## src/rtl/yadan_test_loader_pkg.sv

```systemverilog
// -----------------------------------------------------------------------------
// yadan_test_loader_pkg
// Shared definitions for the SPI-slave debug loader: command codes, default
// frame bit counts, bit-counter width and the frame FSM state encoding.
// -----------------------------------------------------------------------------
package yadan_test_loader_pkg;

    // Command byte values (first byte of every frame)
    localparam logic [7:0] SPI_CMD_WR      = 8'h01;
    localparam logic [7:0] SPI_CMD_RD      = 8'h02;
    localparam logic [7:0] SPI_CMD_HOLD    = 8'h10;
    localparam logic [7:0] SPI_CMD_RELEASE = 8'h11;

    // Default frame geometry
    localparam int SPI_CMD_BITS      = 8;
    localparam int SPI_ADDR_BITS     = 32;
    localparam int SPI_DATA_BITS     = 32;
    localparam int SPI_WR_FRAME_BITS = SPI_CMD_BITS + SPI_ADDR_BITS + SPI_DATA_BITS;
    localparam int SPI_RD_HDR_BITS   = SPI_CMD_BITS + SPI_ADDR_BITS;

    // Bit counter width; large enough for any single field up to 255 bits
    localparam int CNT_W = 8;

    typedef enum logic [3:0] {
        ST_IDLE   = 4'd0,
        ST_CMD    = 4'd1,
        ST_ADDR   = 4'd2,
        ST_WDATA  = 4'd3,
        ST_BUS_WR = 4'd4,
        ST_BUS_RD = 4'd5,
        ST_TURN   = 4'd6,
        ST_RDOUT  = 4'd7,
        ST_DONE   = 4'd8,
        ST_ERR    = 4'd9
    } state_t;

endpackage

```

## src/rtl/yadan_spi_sync.sv

```systemverilog
// -----------------------------------------------------------------------------
// yadan_spi_sync
// Two-flop synchronisers for the SPI test pins plus single-cycle edge strobes
// derived from the synchronised SCK and SCS.
//
// Ports:
//   clk, rst      system clock, async active-high reset
//   i_sck/i_scs/i_sdi   raw SPI pins
//   o_sck_rise    one-cycle strobe on synchronised SCK rising edge
//   o_sck_fall    one-cycle strobe on synchronised SCK falling edge
//   o_scs_fall    one-cycle strobe when synchronised SCS goes low
//   o_scs_rise    one-cycle strobe when synchronised SCS goes high
//   o_scs         synchronised SCS level
//   o_sdi         synchronised SDI, aligned with the SCK strobes
// -----------------------------------------------------------------------------
module yadan_spi_sync (
    input  logic clk,
    input  logic rst,
    input  logic i_sck,
    input  logic i_scs,
    input  logic i_sdi,
    output logic o_sck_rise,
    output logic o_sck_fall,
    output logic o_scs_fall,
    output logic o_scs_rise,
    output logic o_scs,
    output logic o_sdi
);

    logic r_sck_meta, r_sck_sync, r_sck_prev;
    logic r_scs_meta, r_scs_sync, r_scs_prev;
    logic r_sdi_meta, r_sdi_sync;

    // SCS resets high (deselected) so leaving reset never looks like a frame start
    always_ff @(posedge clk or posedge rst) begin
        if (rst) begin
            r_sck_meta <= 1'b0;
            r_sck_sync <= 1'b0;
            r_sck_prev <= 1'b0;
            r_scs_meta <= 1'b1;
            r_scs_sync <= 1'b1;
            r_scs_prev <= 1'b1;
            r_sdi_meta <= 1'b0;
            r_sdi_sync <= 1'b0;
        end else begin
            r_sck_meta <= i_sck;
            r_sck_sync <= r_sck_meta;
            r_sck_prev <= r_sck_sync;
            r_scs_meta <= i_scs;
            r_scs_sync <= r_scs_meta;
            r_scs_prev <= r_scs_sync;
            r_sdi_meta <= i_sdi;
            r_sdi_sync <= r_sdi_meta;
        end
    end

    assign o_sck_rise = r_sck_sync & ~r_sck_prev;
    assign o_sck_fall = ~r_sck_sync & r_sck_prev;
    assign o_scs_fall = ~r_scs_sync & r_scs_prev;
    assign o_scs_rise = r_scs_sync & ~r_scs_prev;
    assign o_scs      = r_scs_sync;
    assign o_sdi      = r_sdi_sync;

endmodule

```

## src/rtl/yadan_test_loader.sv

```systemverilog
// -----------------------------------------------------------------------------
// yadan_test_loader
// SPI-slave (mode 0) debug loader. Frames from the test port are turned into
// single 32-bit bus reads/writes on a memory-bus master port, and HOLD/RELEASE
// frames control the core reset hold.
//
// Ports:
//   clk, rst          system clock (>= 8x SCK), async active-high reset
//   test_sck/scs/sdi  SPI slave inputs, test_sdo SPI slave output
//   bus_req_o/we_o/addr_o/wdata_o   bus request, held until bus_ack_i
//   bus_rdata_i, bus_ack_i          read data / one-cycle completion
//   core_hold_o       1 keeps the core in reset
//   frame_err_o       one-cycle pulse on protocol error
//   busy_o            frame active or bus op pending
//
// state     | meaning
// ----------+--------------------------------------------------------------
// ST_IDLE   | waiting for SCS to fall
// ST_CMD    | shifting in the command byte
// ST_ADDR   | shifting in the address
// ST_WDATA  | shifting in write data
// ST_BUS_WR | write request on the bus, waiting for ack
// ST_BUS_RD | read request on the bus, counting dummy falls meanwhile
// ST_TURN   | read data latched, finishing the dummy falls
// ST_RDOUT  | shifting read data out on SDO
// ST_DONE   | frame finished, ignore SCK until SCS is high
// ST_ERR    | raise frame_err_o once, then DONE
// -----------------------------------------------------------------------------
module yadan_test_loader
    import yadan_test_loader_pkg::*;
#(
    parameter int ADDR_W        = 32,
    parameter int DATA_W        = 32,
    parameter int CMD_W         = 8,
    parameter int TURN_BITS     = 8,
    parameter bit HOLD_AT_RESET = 1'b0
) (
    input  logic              clk,
    input  logic              rst,
    input  logic              test_sck,
    input  logic              test_scs,
    input  logic              test_sdi,
    output logic              test_sdo,
    output logic              bus_req_o,
    output logic              bus_we_o,
    output logic [ADDR_W-1:0] bus_addr_o,
    output logic [DATA_W-1:0] bus_wdata_o,
    input  logic [DATA_W-1:0] bus_rdata_i,
    input  logic              bus_ack_i,
    output logic              core_hold_o,
    output logic              frame_err_o,
    output logic              busy_o
);

    localparam int SH_W = (ADDR_W > DATA_W) ? ADDR_W : DATA_W;

    logic w_sck_rise, w_sck_fall, w_scs_fall, w_scs_rise, w_scs, w_sdi;

    yadan_spi_sync u_sync (
        .clk        (clk),
        .rst        (rst),
        .i_sck      (test_sck),
        .i_scs      (test_scs),
        .i_sdi      (test_sdi),
        .o_sck_rise (w_sck_rise),
        .o_sck_fall (w_sck_fall),
        .o_scs_fall (w_scs_fall),
        .o_scs_rise (w_scs_rise),
        .o_scs      (w_scs),
        .o_sdi      (w_sdi)
    );

    state_t             r_state, w_state;
    logic [CNT_W-1:0]   r_cnt, w_cnt;
    logic [SH_W-1:0]    r_shift, w_shift;
    logic [ADDR_W-1:0]  r_addr, w_addr;
    logic [DATA_W-1:0]  r_wdata, w_wdata;
    logic               r_is_wr, w_is_wr;
    logic               r_req, w_req;
    logic               r_we, w_we;
    logic               r_hold, w_hold;
    logic               r_err, w_err;
    logic               r_sdo, w_sdo;

    logic [SH_W-1:0]    w_shift_in;
    logic [CMD_W-1:0]   w_cmd_in;

    // Shift register contents including the bit sampled on this rise
    assign w_shift_in = {r_shift[SH_W-2:0], w_sdi};
    assign w_cmd_in   = w_shift_in[CMD_W-1:0];

    always_ff @(posedge clk or posedge rst) begin
        if (rst) begin
            r_state <= ST_IDLE;
            r_cnt   <= '0;
            r_shift <= '0;
            r_addr  <= '0;
            r_wdata <= '0;
            r_is_wr <= 1'b0;
            r_req   <= 1'b0;
            r_we    <= 1'b0;
            r_hold  <= HOLD_AT_RESET;
            r_err   <= 1'b0;
            r_sdo   <= 1'b0;
        end else begin
            r_state <= w_state;
            r_cnt   <= w_cnt;
            r_shift <= w_shift;
            r_addr  <= w_addr;
            r_wdata <= w_wdata;
            r_is_wr <= w_is_wr;
            r_req   <= w_req;
            r_we    <= w_we;
            r_hold  <= w_hold;
            r_err   <= w_err;
            r_sdo   <= w_sdo;
        end
    end

    always_comb begin
        w_state = r_state;
        w_cnt   = r_cnt;
        w_shift = r_shift;
        w_addr  = r_addr;
        w_wdata = r_wdata;
        w_is_wr = r_is_wr;
        w_req   = r_req;
        w_we    = r_we;
        w_hold  = r_hold;
        w_err   = 1'b0;
        w_sdo   = 1'b0;

        // A started bus op always completes on ack, whatever the frame does;
        // an ack arriving after a late-read timeout is simply absorbed here.
        if (r_req && bus_ack_i) begin
            w_req = 1'b0;
        end

        case (r_state)
            ST_IDLE: begin
                if (w_scs_fall && !r_req) begin
                    w_state = ST_CMD;
                    w_cnt   = '0;
                end
            end

            ST_CMD: begin
                if (w_scs_rise) begin
                    w_state = ST_IDLE;
                end else if (w_sck_rise) begin
                    w_shift = w_shift_in;
                    if (r_cnt == CNT_W'(CMD_W - 1)) begin
                        w_cnt = '0;
                        if (w_cmd_in == CMD_W'(SPI_CMD_WR)) begin
                            w_is_wr = 1'b1;
                            w_state = ST_ADDR;
                        end else if (w_cmd_in == CMD_W'(SPI_CMD_RD)) begin
                            w_is_wr = 1'b0;
                            w_state = ST_ADDR;
                        end else if (w_cmd_in == CMD_W'(SPI_CMD_HOLD)) begin
                            w_hold  = 1'b1;
                            w_state = ST_DONE;
                        end else if (w_cmd_in == CMD_W'(SPI_CMD_RELEASE)) begin
                            w_hold  = 1'b0;
                            w_state = ST_DONE;
                        end else begin
                            w_state = ST_ERR;
                        end
                    end else begin
                        w_cnt = r_cnt + 1'b1;
                    end
                end
            end

            ST_ADDR: begin
                if (w_scs_rise) begin
                    w_state = ST_IDLE;
                end else if (w_sck_rise) begin
                    w_shift = w_shift_in;
                    if (r_cnt == CNT_W'(ADDR_W - 1)) begin
                        w_cnt  = '0;
                        w_addr = w_shift_in[ADDR_W-1:0];
                        if (r_is_wr) begin
                            w_state = ST_WDATA;
                        end else begin
                            w_req   = 1'b1;
                            w_we    = 1'b0;
                            w_state = ST_BUS_RD;
                        end
                    end else begin
                        w_cnt = r_cnt + 1'b1;
                    end
                end
            end

            ST_WDATA: begin
                if (w_scs_rise) begin
                    w_state = ST_IDLE;
                end else if (w_sck_rise) begin
                    w_shift = w_shift_in;
                    if (r_cnt == CNT_W'(DATA_W - 1)) begin
                        w_cnt   = '0;
                        w_wdata = w_shift_in[DATA_W-1:0];
                        w_req   = 1'b1;
                        w_we    = 1'b1;
                        w_state = ST_BUS_WR;
                    end else begin
                        w_cnt = r_cnt + 1'b1;
                    end
                end
            end

            ST_BUS_WR: begin
                if (bus_ack_i) begin
                    w_state = ST_DONE;
                end
            end

            // Dummy falls are counted while the read is outstanding so the
            // turnaround window is fixed regardless of bus latency.
            ST_BUS_RD: begin
                if (w_sck_fall) begin
                    w_cnt = r_cnt + 1'b1;
                end
                if (bus_ack_i) begin
                    w_shift = SH_W'(bus_rdata_i);
                    w_state = w_scs ? ST_DONE : ST_TURN;
                end else if (!w_scs && (r_cnt >= CNT_W'(TURN_BITS))) begin
                    // Read data missed the turnaround: flag it and return zeros
                    w_err   = 1'b1;
                    w_shift = '0;
                    w_cnt   = '0;
                    w_state = ST_RDOUT;
                end
            end

            ST_TURN: begin
                if (w_scs_rise) begin
                    w_state = ST_IDLE;
                end else if (r_cnt >= CNT_W'(TURN_BITS)) begin
                    w_cnt   = '0;
                    w_state = ST_RDOUT;
                end else if (w_sck_fall) begin
                    w_cnt = r_cnt + 1'b1;
                end
            end

            // Each fall presents the next MSB; the frame ends on the rise at
            // which the host samples the last bit, so SDO stays valid for it.
            ST_RDOUT: begin
                if (w_scs_rise) begin
                    w_state = ST_IDLE;
                end else begin
                    w_sdo = r_sdo;
                    if (w_sck_fall && (r_cnt < CNT_W'(DATA_W))) begin
                        w_sdo   = r_shift[DATA_W-1];
                        w_shift = {r_shift[SH_W-2:0], 1'b0};
                        w_cnt   = r_cnt + 1'b1;
                    end else if (w_sck_rise && (r_cnt == CNT_W'(DATA_W))) begin
                        w_cnt   = '0;
                        w_state = ST_DONE;
                    end
                end
            end

            ST_DONE: begin
                if (w_scs) begin
                    w_state = ST_IDLE;
                end
            end

            ST_ERR: begin
                w_err   = 1'b1;
                w_state = ST_DONE;
            end

            default: begin
                w_state = ST_IDLE;
            end
        endcase
    end

    assign test_sdo    = r_sdo;
    assign bus_req_o   = r_req;
    assign bus_we_o    = r_we;
    assign bus_addr_o  = r_addr;
    assign bus_wdata_o = r_wdata;
    assign core_hold_o = r_hold;
    assign frame_err_o = r_err;
    assign busy_o      = (r_state != ST_IDLE) | r_req;

endmodule

```

## config.mk

```make
export PLATFORM = sky130hd
export DESIGN_NAME = yadan_test_loader
export DESIGN_NICKNAME = d
export VERILOG_FILES = /design/src/rtl/yadan_test_loader_pkg.sv /design/src/rtl/yadan_spi_sync.sv /design/src/rtl/yadan_test_loader.sv
export SDC_FILE = /design/constraint.sdc
export NUM_CORES = 1
export LEC_CHECK = 0
export ABC_AREA = 1
export ABC_CLOCK_PERIOD_IN_PS = 4050
export BUFFER_PORTS_ARGS = -buffer_cell sky130_fd_sc_hd__buf_2
export CORE_ASPECT_RATIO = 0.75
export CORE_UTILIZATION = 45
export DETAILED_ROUTE_END_ITERATION = 8
export PLACE_DENSITY = 0.67
export RECOVER_POWER = 100
export SYNTH_ARGS = -nofsm -noshare
export SYNTH_HDL_FRONTEND = slang
export SYNTH_SLANG_ARGS = --single-unit
```

## constraint.sdc

```tcl
create_clock -name clk -period 4.05 [get_ports clk]
set_input_delay 0.2025 -clock clk [delete_from_list [all_inputs] [get_ports clk]]
set_output_delay 0.2025 -clock clk [all_outputs]
set_load 0.03 [all_outputs]
```

==> metrics.yaml <==
run_status:
  status: "finished, violations left"
  violations: "max-capacitance violations, max-slew violations"
synth:
  synth.avg_cell_area_sq_um: 8.295
  ys_warn_count: 0
  ys.flop_type: "dfrtp_1"
  netlist.area_leader.share_pct: 52.10
  synth_area_sq_mm: 0.005715
  synth_edf_count: 0
  synth_commonest_cells: "nand2_1 (216), dfrtp_1 (119), inv_1 (64)"
  synth_cell_types: 35
  synthTopCellsByArea: "dfrtp_1 (52%), nand2_1 (14%), o21ai_1 (5.5%)"
  yosysSeqAreaShare_pct: 53.48
  ys_ff_latch: 122
  yosys.area.top_type: "dfrtp_1"
  syn_nets: 729
  syn_inst: 689
  yosysMostFrequentCell: "nand2_1"
  synthArstFlopShare_pct: 100.0
drt:
  avgRoutedWirePerCell_microns: 15.16
  drc: 0
  drt_wl_total_microns: 14760
  vias: 5054
  drt_iter0_markers: 378
  viasPerCell: 5.189
  drt_first_pass_iters: 6
  antenna_left: 0
floorplanning:
  ioPinCount: 108
  num_rows: 35
  die_x_microns: 132.1
  coreArea_sq_mm: 0.01235
  dieArea_sq_mm: 0.01316
  start_util_pct: 46.28
  die_h_microns: 99.60
layout:
  multi_input_area_sq_mm: 0.002185
  diodes: 0
  nFillCells: 1210
  seq_area_sq_mm: 0.003057
  syn2layout_area_growth_pct: 19.53
  final_nets: 835
  drive_gt1_share_pct: 10.64
critical_path:
  worstPathArrival_ns: 3.39
  rr_startpoint: "r_state[0]"
  startpoint_type: "register"
  cp-startpoint: "r_state[0]"
  required_ns: 4.36
  worstSetupPathType: "register to register"
  crit_fanout: 33
  cp-end-kind: "register"
pwr:
  clockPowerShare_pct: 37.7
  comb_power_share_pct: 24.7
  power.total_mw: 4.100
  p_per_area_mw_per_mm2: 600.1
  swShare_pct: 34.99
  leakage_nw: 3.178
  power_frac_seq_pct: 37.6
  p_int_mw: 2.665
  ir_worst_vdd_v: 0.0003878
  switchingPower_mw: 1.434
hold_path:
  hp-class: "input port to register"
  min_from: "bus_rdata_i[23]"
placed_design:
  place.gp.congestion: 0.9405
  dp_hpwl_microns: 10410
  place_worst_setup_slack_ns: 1.558
  port_buffers: 107
grt:
  grt_max_degree: 69
  grt_use_total_pct: 24.07
  grt-ovfl-total: 0
  grt_pass1_vias: 4878
  grt_first_pass_wirelength_microns: 24540
  antenna_found_initial: 0
clock_network:
  cts_tree: "done"
  cts-root-buf: "clkbuf_16"
  cts.sinks: 122
  clk_path_buf_depth: 2
  cts_made_buffers: 17
  htreeDepth: 4
  clkTransAtPathRegs_ns: 0.06
  post_cts_resized: 0
  clk_latency_ns: 0.40
sta:
  setup_viol: 0
  tightestPinTransition_ns: 2.535
  finalWorstSetupSlack_ns: 0.9718
  fmax_mhz: 324.9
  final-hold-violation-count: 0
  setup_tns_ns: 0
  slew_viol_final: 69
  skew_ns: 0.007930
  slew_headroom_pct: -69.19
  finalCritPeriodShare_pct: 76.01
  period_needed_ns: 3.078
  rsz0062_at_grt: "no"
job:
  maxCapViolations: 1
## layer usage
metal	wire length, microns	global-route usage, %	vias to the layer above	share of wire (%)
li1	-	-	2441	-
met1	7087	34.57	2414	48
met2	6373	34.68	177	43
met3	1036	6.371	22	7.0
met4	266	9.481	0	1.8
met5	0	0	-	0
## worst max-delay path, cell delays in order, from the launching register on
cell      delay, ns
dfrtp_1        0.49
inv_1          0.15
nor2_1         0.15
nand2_1        0.71
nor2_1         0.47
clkbuf_2       0.63
a22oi_1        0.18
o21ai_1        0.20
## flip-flops by register name (all words and copies together), names as in the netlist
name and cells:
bus_addr_o 32, bus_wdata_o 32, r_shift 32, r_cnt 8, r_state 4, bus_req_o 1, bus_we_o 1, core_hold_o 1
frame_err_o 1, r_is_wr 1, test_sdo 1, u_sync.o_scs 1, u_sync.o_sdi 1, u_sync.r_sck_meta 1, u_sync.r_sck_prev 1, u_sync.r_sck_sync 1
u_sync.r_scs_meta 1, u_sync.r_scs_prev 1, u_sync.r_sdi_meta 1
## cell families (layout without fill, tap and decap cells)
group	after synthesis	after routing	synth area share (%)
AND/OR/NAND/NOR	316	316	23.03
AO/OA/AOI/OAI	150	150	15.17
flip-flops	122	122	53.48
buffers and inverters	98	217	7.728
adder cells (fa/ha/maj)	2	2	0.4378
XOR/XNOR	1	1	0.1533
## through the flow
step	util [%]	instance area [sq um]	instances	hold slack (ns)
floorplan	-	5715	689	0.2070
global placement	51.25	6329	938	0.3080
detailed placement	51.25	6329	938	0.3111
CTS	56.44	6970	974	0.07597
global route	55.32	6832	974	0.09871
finish	55.32	6832	974	0.1042
## cell usage in the layout, fill, tap and decap left out, types with 3 or more instances in the layout
master,instances
nand2_1,219
dfrtp_1,119
o21ai_0,103
clkbuf_1,72
inv_1,67
nor2_1,49
buf_2,37
a22oi_1,31
nand3_1,29
clkbuf_16,17
o21ai_1,6
nor3_1,5
a21oi_1,5
clkinv_4,4
dlygate4sd3_1,4
bufinv_16,3
inv_6,3
buf_4,3
## repair_timing
action,CTS,global route
hold buffers,4,0
buffers inserted,0,0
endpoints found under the hold margin,10,0
## layout make-up
| cell class | count | share of cell area, % |
|---|---|---|
| sequential | 122 | 44.74 |
| multi-input combinational | 469 | 31.98 |
| timing repair buffer | 115 | 7.546 |
| clock buffer | 19 | 6.337 |
| inverter | 70 | 3.883 |
| tap | 166 | 3.040 |
| clock inverter | 13 | 2.473 |
## final timing paths
path                                endpoint  slack, ns  cells past startpoint
setup / recovery                  r_shift[7]       0.97                      7
hold / removal                   r_shift[23]       0.10                      3
setup reg to reg                  r_shift[7]       0.97                      7
hold reg to reg                 u_sync.o_sdi       0.35                      0
max in group asynchronous        r_shift[13]       1.33                      4
min in group asynchronous  u_sync.r_sck_meta       1.24                      3
## power by group through the flow
stage | Combinational (mW) | Clock (mW) | Sequential [mW]
global placement | 1.04 | 0 | 1.55
global route | 1.16 | 1.63 | 1.57
finish | 1.01 | 1.54 | 1.54
floorplan | 0.855 | 0 | 1.49
detailed placement | 1.05 | 0 | 1.56
CTS | 1.06 | 1.57 | 1.54
No activity file was read; power rests on OpenSTA's default activity.
